`src/rtl/spi_mem_sequencer.sv`:
```
// SPI memory slave transaction sequencer: counts conditioned SCLK edges under CS,
// decodes the R/W bit and pulses address latch, memory write and shift-register load.
module spi_mem_sequencer #(
  parameter int WIDTH       = 8,
  parameter int MEM_LATENCY = 1
) (
  input  logic             clk,
  input  logic             reset,
  input  logic             cs_n,
  input  logic             sclk_rise,
  input  logic             sclk_fall,
  input  logic [WIDTH-1:0] sr_pout,
  output logic             addr_we,
  output logic             dm_we,
  output logic             sr_we,
  output logic             miso_oe,
  output logic             busy,
  output logic             protocol_err,
  output logic [3:0]       state
);

  localparam int CW = $clog2(WIDTH + 1);
  localparam int WW = (MEM_LATENCY < 2) ? 1 : $clog2(MEM_LATENCY + 1);

  typedef enum logic [3:0] {
    S_IDLE         = 4'd0,
    S_GET_ADDR     = 4'd1,
    S_LATCH_ADDR   = 4'd2,
    S_READ_WAIT    = 4'd3,
    S_READ_LOAD    = 4'd4,
    S_READ_SHIFT   = 4'd5,
    S_WRITE_SHIFT  = 4'd6,
    S_WRITE_COMMIT = 4'd7,
    S_DONE         = 4'd8
  } state_t;

  state_t        r_state;
  logic [CW-1:0] r_bit_cnt;
  logic [WW-1:0] r_wait_cnt;
  logic          r_protocol_err;

  state_t        w_next_state;
  logic [CW-1:0] w_bit_cnt_nxt;
  logic [WW-1:0] w_wait_cnt_nxt;
  logic [CW-1:0] w_bit_inc;
  logic          w_last_bit;
  logic          w_err_state;
  logic          w_unused_sr;

  assign w_bit_inc  = r_bit_cnt + 1'b1;
  assign w_last_bit = (w_bit_inc == CW'(WIDTH));

  // Only the R/W flag of the address byte steers the sequencer.
  assign w_unused_sr = ^sr_pout[WIDTH-1:1];

  // NOTE: every signal gets a default before the case so no path leaves it
  // unassigned; otherwise synthesis infers a latch.
  always_comb begin
    w_next_state   = r_state;
    w_bit_cnt_nxt  = r_bit_cnt;
    w_wait_cnt_nxt = r_wait_cnt;
    if (cs_n && (r_state != S_IDLE)) begin
      w_next_state   = S_IDLE;
      w_bit_cnt_nxt  = '0;
      w_wait_cnt_nxt = '0;
    end else begin
      unique case (r_state)
        S_IDLE: if (!cs_n) begin
          w_next_state  = S_GET_ADDR;
          w_bit_cnt_nxt = '0;
        end
        S_GET_ADDR: if (sclk_rise) begin
          w_bit_cnt_nxt = w_bit_inc;
          if (w_last_bit) w_next_state = S_LATCH_ADDR;
        end
        S_LATCH_ADDR: begin
          if (sr_pout[0]) begin
            w_next_state   = S_READ_WAIT;
            w_wait_cnt_nxt = '0;
          end else begin
            w_next_state  = S_WRITE_SHIFT;
            w_bit_cnt_nxt = '0;
          end
        end
        S_READ_WAIT: begin
          w_wait_cnt_nxt = r_wait_cnt + 1'b1;
          if (r_wait_cnt == WW'(MEM_LATENCY - 1)) w_next_state = S_READ_LOAD;
        end
        S_READ_LOAD: begin
          w_next_state  = S_READ_SHIFT;
          w_bit_cnt_nxt = '0;
        end
        S_READ_SHIFT: if (sclk_rise) begin
          w_bit_cnt_nxt = w_bit_inc;
          if (w_last_bit) w_next_state = S_DONE;
        end
        S_WRITE_SHIFT: if (sclk_rise) begin
          w_bit_cnt_nxt = w_bit_inc;
          if (w_last_bit) w_next_state = S_WRITE_COMMIT;
        end
        S_WRITE_COMMIT: w_next_state = S_DONE;
        S_DONE:         w_next_state = S_DONE;
        default:        w_next_state = S_IDLE;
      endcase
    end
  end

  // SCLK activity is illegal whenever the FSM is not expecting a bit.
  assign w_err_state = (r_state == S_LATCH_ADDR) || (r_state == S_READ_WAIT) ||
                       (r_state == S_READ_LOAD)  || (r_state == S_WRITE_COMMIT) ||
                       (r_state == S_DONE);

  // NOTE: state registers use non-blocking assignments so all flops update
  // together from the values present before the edge.
  always_ff @(posedge clk or posedge reset) begin
    if (reset) begin
      r_state        <= S_IDLE;
      r_bit_cnt      <= '0;
      r_wait_cnt     <= '0;
      r_protocol_err <= 1'b0;
    end else begin
      r_state    <= w_next_state;
      r_bit_cnt  <= w_bit_cnt_nxt;
      r_wait_cnt <= w_wait_cnt_nxt;
      if ((r_state == S_IDLE) && !cs_n)
        r_protocol_err <= 1'b0;
      else if (w_err_state && (sclk_rise || sclk_fall))
        r_protocol_err <= 1'b1;
    end
  end

  // Moore outputs decoded straight from the state register, so reset clears them at once.
  assign addr_we      = (r_state == S_LATCH_ADDR);
  assign sr_we        = (r_state == S_READ_LOAD);
  assign dm_we        = (r_state == S_WRITE_COMMIT);
  assign miso_oe      = (r_state == S_READ_SHIFT);
  assign busy         = (r_state != S_IDLE);
  assign protocol_err = r_protocol_err;
  assign state        = r_state;

endmodule

```
`config.mk`:
```
export PLATFORM = sky130hd
export DESIGN_NAME = spi_mem_sequencer
export DESIGN_NICKNAME = d
export VERILOG_FILES = /design/src/rtl/spi_mem_sequencer.sv
export SDC_FILE = /design/constraint.sdc
export NUM_CORES = 1
export LEC_CHECK = 0
export BUFFER_PORTS_ARGS = -buffer_cell sky130_fd_sc_hd__clkbuf_2
export CAP_MARGIN = 25
export CELL_PAD_IN_SITES_DETAIL_PLACEMENT = 1
export CELL_PAD_IN_SITES_GLOBAL_PLACEMENT = 2
export CORE_MARGIN = 8
export CORE_UTILIZATION = 28
export DETAILED_ROUTE_END_ITERATION = 6
export GPL_TIMING_DRIVEN = 1
export HOLD_SLACK_MARGIN = 0.1
export PLACE_DENSITY_LB_ADDON = 0.1
export SLEW_MARGIN = 20
export SYNTH_ARGS = -nofsm -noshare
export SYNTH_HDL_FRONTEND = slang
export SYNTH_SLANG_ARGS = --single-unit
```
`constraint.sdc`:
```
create_clock -name clk -period 1.65 [get_ports clk]
set_input_delay 0.165 -clock clk [delete_from_list [all_inputs] [get_ports clk]]
set_output_delay 0.165 -clock clk [all_outputs]
set_load 0.1 [all_outputs]
```
; Word level (Yosys, flattened, before mapping)
; Cells that the tools add are included.
; W data, S select, Z words.
[classes]
add_sub_neg = 2
eq_ne = 20
mux = 21
reduce_logical = 19
[op_table]
columns = cell, count
row1 = $mux W4, 13
row2 = $pmux W4 S8, 1
row3 = $ne A3 B3 Y1 const B, 6
row4 = $eq A4 B3 Y1 const B, 4
row5 = $pmux W4 S4, 1
row6 = $ne A3 B2 Y1 const B, 3
row7 = $eq A4 B2 Y1 const B, 2
row8 = $eq A4 B4 Y1 const B, 2
row9 = $reduce_and A8 Y1, 1
row10 = $ne A3 B1 Y1 const B, 2
row11 = $logic_or A1 B1 Y1, 5
row12 = $reduce_bool A5 Y1, 1
row13 = $add A4 B1 Y4 const B, 1
row14 = $eq A4 B1 Y1 const B, 1
row15 = $logic_not A4 Y1, 1
row16 = $mux W1, 4
row17 = $reduce_and A4 Y1, 1
row18 = $reduce_bool A4 Y1, 1
row19 = $logic_and A1 B1 Y1, 3
row20 = $mux W3, 1
row21 = $reduce_bool A3 Y1, 1
row22 = $reduce_or A3 Y1, 1
row23 = $pmux W1 S2, 1
row24 = $reduce_and A2 Y1, 1
row25 = other kinds (4), 4
[totals]
ff_bits = 10
inputBits = 13
output_inout_bits = 10
wordCells = 66

; Longest topological paths before layout
; Gate-level depths: netlist of run 1.
[logic_depth]
word_depth = 8
ltp_mapped = 6
ltp_nobuf = 5

; Worst setup path before layout of run 1
; No wires, ideal clock.
[synth_path]
kind = reg-to-output
startpoint = reg r_state[2] (netlist: state[2])
endpoint = out sr_we
arrival_time_ps = 4478
t_required_ps = 1485
setup_slack_ps = -2993
stages_incl_launch_ff = 3
path_buffers = 1
cell_sequence = dfrtp_1 clkbuf_1 nor4b_1
[synth_between]
elab_chain_len = 1
[synth_rtl]
columns = item, line_no
row1 = from (decl), 37  ; state_t r_state;
row2 = from (signal assigned), 122  ; r_state <= w_next_state;
row3 = $eq A4 B3 Y1, 134  ; assign sr_we = (r_state == S_READ_LOAD);
row4 = to (decl), 15  ; output logic sr_we,
; No other way between the ends.

; Worst setup path after layout of run 1
[layout_path]
startpoint = reg r_state[0] (netlist: state[0])
endpoint = out busy
[layout_between]
elab_chain_len = 1
[layout_rtl]
columns = item, line_no
row1 = $reduce_bool A4 Y1, 137  ; assign busy = (r_state != S_IDLE);
row2 = to (decl), 17  ; output logic busy,
; No other way between the ends.

==> results of run 1 <==
==> layout make-up <==
class / instances / area share
inverters: 5 / 0.0149
well taps: 31 / 0.0308
repair buffers: 35 / 0.278
multi-input cells: 71 / 0.437
clock buffers: 4 / 0.0288
flip-flops and latches: 10 / 0.211
==> path summary, 6_finish.rpt <==
check	startpoint	end	slack (ns)	cells after the start
worst max-delay path	state[0]$_DFFE_PP0P_	busy	-0.04	2
worst min-delay path	sclk_rise	r_bit_cnt[0]$_DFFE_PP0P_	0.20	3
worst max register to register	state[1]$_DFFE_PP0P_	r_bit_cnt[2]$_DFFE_PP0P_	0.01	5
worst min register to register	r_wait_cnt$_DFFE_PP0P_	r_wait_cnt$_DFFE_PP0P_	0.57	1
max in group asynchronous	reset	state[1]$_DFFE_PP0P_	0.92	3
min in group asynchronous	reset	state[0]$_DFFE_PP0P_	0.40	3
==> what timing repair did <==
item | 4_1_cts | 5_1_grt
resized for setup | 6 | 1
setup buffers | 11 | 2
hold buffers | 1 | 0
endpoints found under the setup margin | 5 | 10
pin swaps | 4 | 2
hold endpoints to repair | 10 | 0
==> Yosys cell counts, drive strengths merged <==
cell type / number / area share
clkbuf: 5 / 0.025
dfrtp: 10 / 0.33
nor3: 3 / 0.020
a21o: 1 / 0.0099
a21boi: 1 / 0.015
a22o: 1 / 0.012
a21oi: 4 / 0.031
nand4b: 1 / 0.012
or4b: 1 / 0.018
nand3b: 4 / 0.040
o32a: 2 / 0.026
nor3b: 1 / 0.0099
nor2b: 1 / 0.0083
or4: 1 / 0.0099
o2bb2ai: 2 / 0.023
nand2b: 6 / 0.050
or2: 1 / 0.0083
nand3: 1 / 0.0066
a31oi: 1 / 0.0083
mux2i: 4 / 0.053
a21bo: 1 / 0.013
a211oi: 6 / 0.059
nor4b: 1 / 0.012
nor2: 11 / 0.054
nand4: 1 / 0.0083
nand2: 8 / 0.040
o22ai: 2 / 0.016
ha: 1 / 0.016
inv: 5 / 0.025
buf: 1 / 0.015
o21ai: 4 / 0.026
==> per-layer routing <==
metal / GRT usage / wire length, um / part of all wire
met2: 0.231 / 1440 / 0.56
met4: 0.0588 / 49 / 0.019
met3: 0.0213 / 57 / 0.022
met5: 0 / 0 / 0
met1: 0.130 / 1040 / 0.40
==> placed cells by master (no fill, tap or decap), types with 2 or more instances in the layout <==
master     count
mux2i_1        4
nor3_4         2
nand2_1        7
buf_12         7
clkbuf_4       3
a21oi_1        3
buf_6          4
a211oi_1       3
nand2b_1       5
dfrtp_4        4
buf_4         16
nand3b_1       4
o2bb2ai_1      2
o21ai_0        3
o32a_1         2
o22ai_1        2
nor2_1        10
clkbuf_2       7
dfrtp_1        6
a211oi_2       3
inv_1          5
==> where the power goes <==
group / total (W) / internal [W] / switching, W / leakage (nW)
clock network: 0.000238 / 0.000134 / 0.000104 / 0.0210
logic: 0.00167 / 0.000645 / 0.00102 / 0.394
registers: 0.000395 / 0.000320 / 0.0000754 / 0.128
==> critical path: stages, from the launching register on <==
cell and delay, ns:
dfrtp_4 0.52, or4_4 0.55, buf_12 0.18
==> cells by family (layout without fill, tap and decap cells) <==
group,after synthesis,after routing,synth area share
AOI/OAI and AO/OA,25,25,0.241
adders and majority gates,1,1,0.0165
buffers and inverters,11,44,0.0644
DFF,10,10,0.330
muxes,4,4,0.0528
and+or+nand+nor,41,41,0.295
==> flip-flops by register name (all words and copies together), names as in the netlist <==
signal        count
r_bit_cnt         4
protocol_err      1
state             4
r_wait_cnt        1
==> metrics by stage <==
step / power [W] / worst slack (ns)
global placement: 0.00189 / 0.116
finish: 0.00230 / -0.0445
global route: 0.00241 / -0.0777
CTS: 0.00229 / -0.0453
floorplan: 0.00161 / -0.510
detailed placement: 0.00190 / 0.0896
==> flow_summary.json, run 1 <==
{
  "clockRootBuffer": "clkbuf_4",
  "p_per_area_nw_per_um2": 1820,
  "final_nets": 140,
  "fillCellCount": 318,
  "drc": 0,
  "arrival_ns": 1.53,
  "rows": 19,
  "drt_iter0_drc": 13,
  "startpoint_type": "flop",
  "grt_usage": 0.124,
  "fp.coreArea_um2": 2660,
  "boundaryPins": 23,
  "final_area_um2": 1260,
  "relSlewSlack": 0.642,
  "dp_hpwl_um": 1790,
  "finalClockSkew_ns": 0.00773,
  "fin_crit_sh": 1.03,
  "wl_um": 2590,
  "antenna_found_initial": 0,
  "die_h_um": 68.0,
  "cts_max_path_buffers": 2,
  "tritoncts": "yes",
  "ys_seq_elements": 10,
  "dieArea_um2": 4630,
  "yosysWarnings": 0,
  "peakVddDrop_mv": 1.13,
  "h-tree-depth": 1,
  "num_vias": 814,
  "clk_latency_ns": 0.28,
  "drive_above_1_share": 0.456,
  "vias_per_cell": 5.22,
  "stdcell_count": 156,
  "fin_setup_tns_ns": -0.0575,
  "worstPathMaxFanout": 5,
  "synthCells": 92,
  "fin_ws_ns": -0.0445,
  "cts_buffers": 3,
  "slew_viol_final": 0,
  "seq_area_frac_synth": 0.330,
  "hold_class": "in2reg",
  "end_kind": "output pin",
  "regArea_um2": 265,
  "drt-wirelength-per-cell_um": 16.6,
  "multi_input_area_um2": 551,
  "grt_overflow": 0,
  "tightest_slew_ns": 0.540,
  "area_growth_pct": 66.2,
  "start_util": 0.285,
  "die_width_um": 68.0,
  "cts.clk_slew.worst_paths_ns": 0.08,
  "leakagePower_nw": 0.543,
  "yosysUniqueCellTypes": 33,
  "path_class": "reg2out",
  "cp.required_ns": 1.48,
  "io_buffers": 15,
  "place_area_um2": 1090,
  "final_util": 0.473,
  "syn_avg_cell_area_um2": 8.24,
  "grt_max_degree": 14,
  "drtPass1Iterations": 4,
  "syn-cell-area_um2": 758,
  "timing.fmax_mhz": 590,
  "dp_cells": 138,
  "violations": "setup timing",
  "setup_viol": 3,
  "clkSinkCount": 10,
  "gp_congestion": 0.726,
  "cap_violations": 0,
  "diodes": 0,
  "grt_pass1_wl_um": 4330,
  "grt_pass1_vias": 901,
  "finalHoldViolCount": 0,
  "rsz0062_at_grt": "yes",
  "postRouteAntennaNets": 0,
  "synth_nets": 106,
  "period_needed_ns": 1.69,
  "status": "finished with violations",
  "hold_ws_ns": 0.198
}
No activity file was read; power rests on OpenSTA's default activity.
==> run 2, diff against run 1 <==
--- a/config.mk
+++ b/config.mk
@@ -5,13 +5,14 @@
 export SDC_FILE = /design/constraint.sdc
 export NUM_CORES = 1
 export LEC_CHECK = 0
-export BUFFER_PORTS_ARGS = -buffer_cell sky130_fd_sc_hd__clkbuf_2
 export CAP_MARGIN = 25
 export CELL_PAD_IN_SITES_DETAIL_PLACEMENT = 1
 export CELL_PAD_IN_SITES_GLOBAL_PLACEMENT = 2
 export CORE_MARGIN = 8
-export CORE_UTILIZATION = 28
+export CORE_UTILIZATION = 36
+export CTS_BUF_LIST = sky130_fd_sc_hd__clkbuf_4
 export DETAILED_ROUTE_END_ITERATION = 6
+export DONT_BUFFER_PORTS = 1
 export GPL_TIMING_DRIVEN = 1
 export HOLD_SLACK_MARGIN = 0.1
 export PLACE_DENSITY_LB_ADDON = 0.1
==> run 2 against run 1 <==
Compared with the run above:
- the run still ends with setup timing left
- design area down 6.8%
- wire length down 6.1%
- flip-flop and latch count unchanged
- highest routed layer unchanged
- sequential power up 1%
- via count down 1.1%
- critical path depth unchanged
- combinational power down 5%
- first-iteration DRC count down 46%
- sequential share of layout area up 1.5 points
- global-route usage up 2.4 points
- worst hold slack worse by 0.089 ns
- setup slack worse by 0.0018 ns
==> flow_summary.json, run 2 (same netlist as run 1, synthesis figures left out) <==
{
  "leakagePower_nw": 0.483,
  "cts_buffers": 3,
  "clockPowerShare": 0.084,
  "io_buffers": 0,
  "grt_usage": 0.147,
  "grt_pass1_wl_um": 4130,
  "dieArea_um2": 3830,
  "start_util": 0.383,
  "path_class": "reg2out",
  "hold_class": "in2reg",
  "p_sw_w": 0.00116,
  "startpoint_type": "flop",
  "cts_max_path_buffers": 2,
  "dp_cells": 129,
  "comb_power_share": 0.731,
  "antenna_found_initial": 0,
  "p_per_area_nw_per_um2": 1840,
  "hp-start": "cs_n",
  "final_area_um2": 1170,
  "drc": 0,
  "postRouteAntennaNets": 0,
  "rr_startpoint": "state[3]$_DFFE_PP0P_",
  "final_cell_mix": "buf_4 (14), nor2_1 (10), nand2_1 (7)",
  "r2r_setup_slack_ns": -0.01,
  "die_h_um": 61.9,
  "rows": 16,
  "diodes": 0,
  "swShare": 0.537,
  "drtPass1Iterations": 4,
  "clk_latency_ns": 0.27,
  "final_nets": 131,
  "status": "finished with violations",
  "p_int_w": 0.00100,
  "fin_setup_tns_ns": -0.0809,
  "rsz0062_at_grt": "yes",
  "grt_overflow": 0,
  "vias_per_cell": 5.63,
  "num_vias": 805,
  "period_needed_ns": 1.70,
  "dp_hpwl_um": 1780,
  "clkSinkCount": 10,
  "wl_um": 2430,
  "fin_ws_ns": -0.0463,
  "fp.coreArea_um2": 1980,
  "clockRootBuffer": "clkbuf_4",
  "gp_congestion": 0.705,
  "finalHoldViolCount": 0,
  "grt_pass1_vias": 859,
  "drt-wirelength-per-cell_um": 17.0,
  "end_kind": "output pin",
  "power_frac_seq": 0.185,
  "pre_cts_slack_ns": 0.0747,
  "place_area_um2": 1040,
  "finalClockSkew_ns": 0.00384,
  "tritoncts": "yes",
  "final_common_cell": "buf_4",
  "tightest_slew_ns": 0.395,
  "setup_viol": 5,
  "stdcell_count": 143,
  "h-tree-depth": 1,
  "relSlewSlack": 0.735,
  "slew_viol_final": 0,
  "boundaryPins": 23,
  "drive_above_1_share": 0.388,
  "violations": "setup timing",
  "fin_crit_sh": 1.03,
  "crit_start": "state[0]$_DFFE_PP0P_",
  "worstPathMaxFanout": 8,
  "die_width_um": 61.9,
  "drt_iter0_drc": 7,
  "area_growth_pct": 55.0,
  "peakVddDrop_mv": 1.44,
  "cap_violations": 0,
  "cts.clk_slew.worst_paths_ns": 0.07,
  "cp.required_ns": 1.48,
  "timing.fmax_mhz": 590,
  "grt_max_degree": 11,
  "arrival_ns": 1.53
}
## run 2: cell count changes in the layout (fill, tap and decap cells not counted), sizes merged
cell         previous run  this run
clkinv                  0         1
clkbuf                 11         3
buf                    27        23
dlygate4sd3             1         3
## run 2: worst max-delay path: stages, from the launching register on
cell	delay, ns
dfrtp_4	0.52
or4_4	0.55
buf_12	0.19
## run 2: timing repair
action                     in CTS  in global routing
setup endpoints to repair       4                 11
pin swaps                       1                  3
hold endpoints to repair       17                  0
hold buffers                    3                  0
gates resized for setup         3                  4
setup buffers                   6                  1
## run 2: power by group through the flow
stage | registers (W) | logic, W | clock network (W)
floorplan | 0.000663 | 0.000943 | 0
detailed placement | 0.000437 | 0.00144 | 0
global route | 0.000409 | 0.00166 | 0.000186
global placement | 0.000433 | 0.00141 | 0
finish | 0.000399 | 0.00158 | 0.000182
CTS | 0.000394 | 0.00156 | 0.000185
## run 2: layout make-up
cell class                      count  area, um2
Fill cell                         229        807
Multi-Input combinational cell     71        551
Timing Repair Buffer               26        280
Sequential cell                    10        265
Tap cell                           27       33.8
Clock buffer                        3       22.5
Inverter                            5       18.8
Clock inverter                      1       3.75
## run 2: stage by stage
stage          total power [W]  utilization  hold slack [ns]
5_1_grt                0.00225        0.593            0.126
4_1_cts                0.00214        0.581            0.103
3_3_place_gp           0.00184        0.524           0.0660
2_1_floorplan          0.00161            -          0.00526
3_5_place_dp           0.00187        0.524           0.0598
6_report               0.00216        0.593            0.109
## run 2: worst paths after layout
check | cells past startpoint | to
setup / recovery | 2 | busy
hold / removal | 3 | state[0]$_DFFE_PP0P_
setup reg to reg | 5 | r_bit_cnt[2]$_DFFE_PP0P_
hold reg to reg | 1 | protocol_err$_DFFE_PP0P_
max in group asynchronous | 2 | state[1]$_DFFE_PP0P_
min in group asynchronous | 2 | r_bit_cnt[1]$_DFFE_PP0P_
## run 2: routing by layer
layer  track usage  part of all wire
met5             0                 0
met4        0.0584            0.0078
met3        0.0391             0.049
met2         0.239              0.49
met1         0.180              0.46
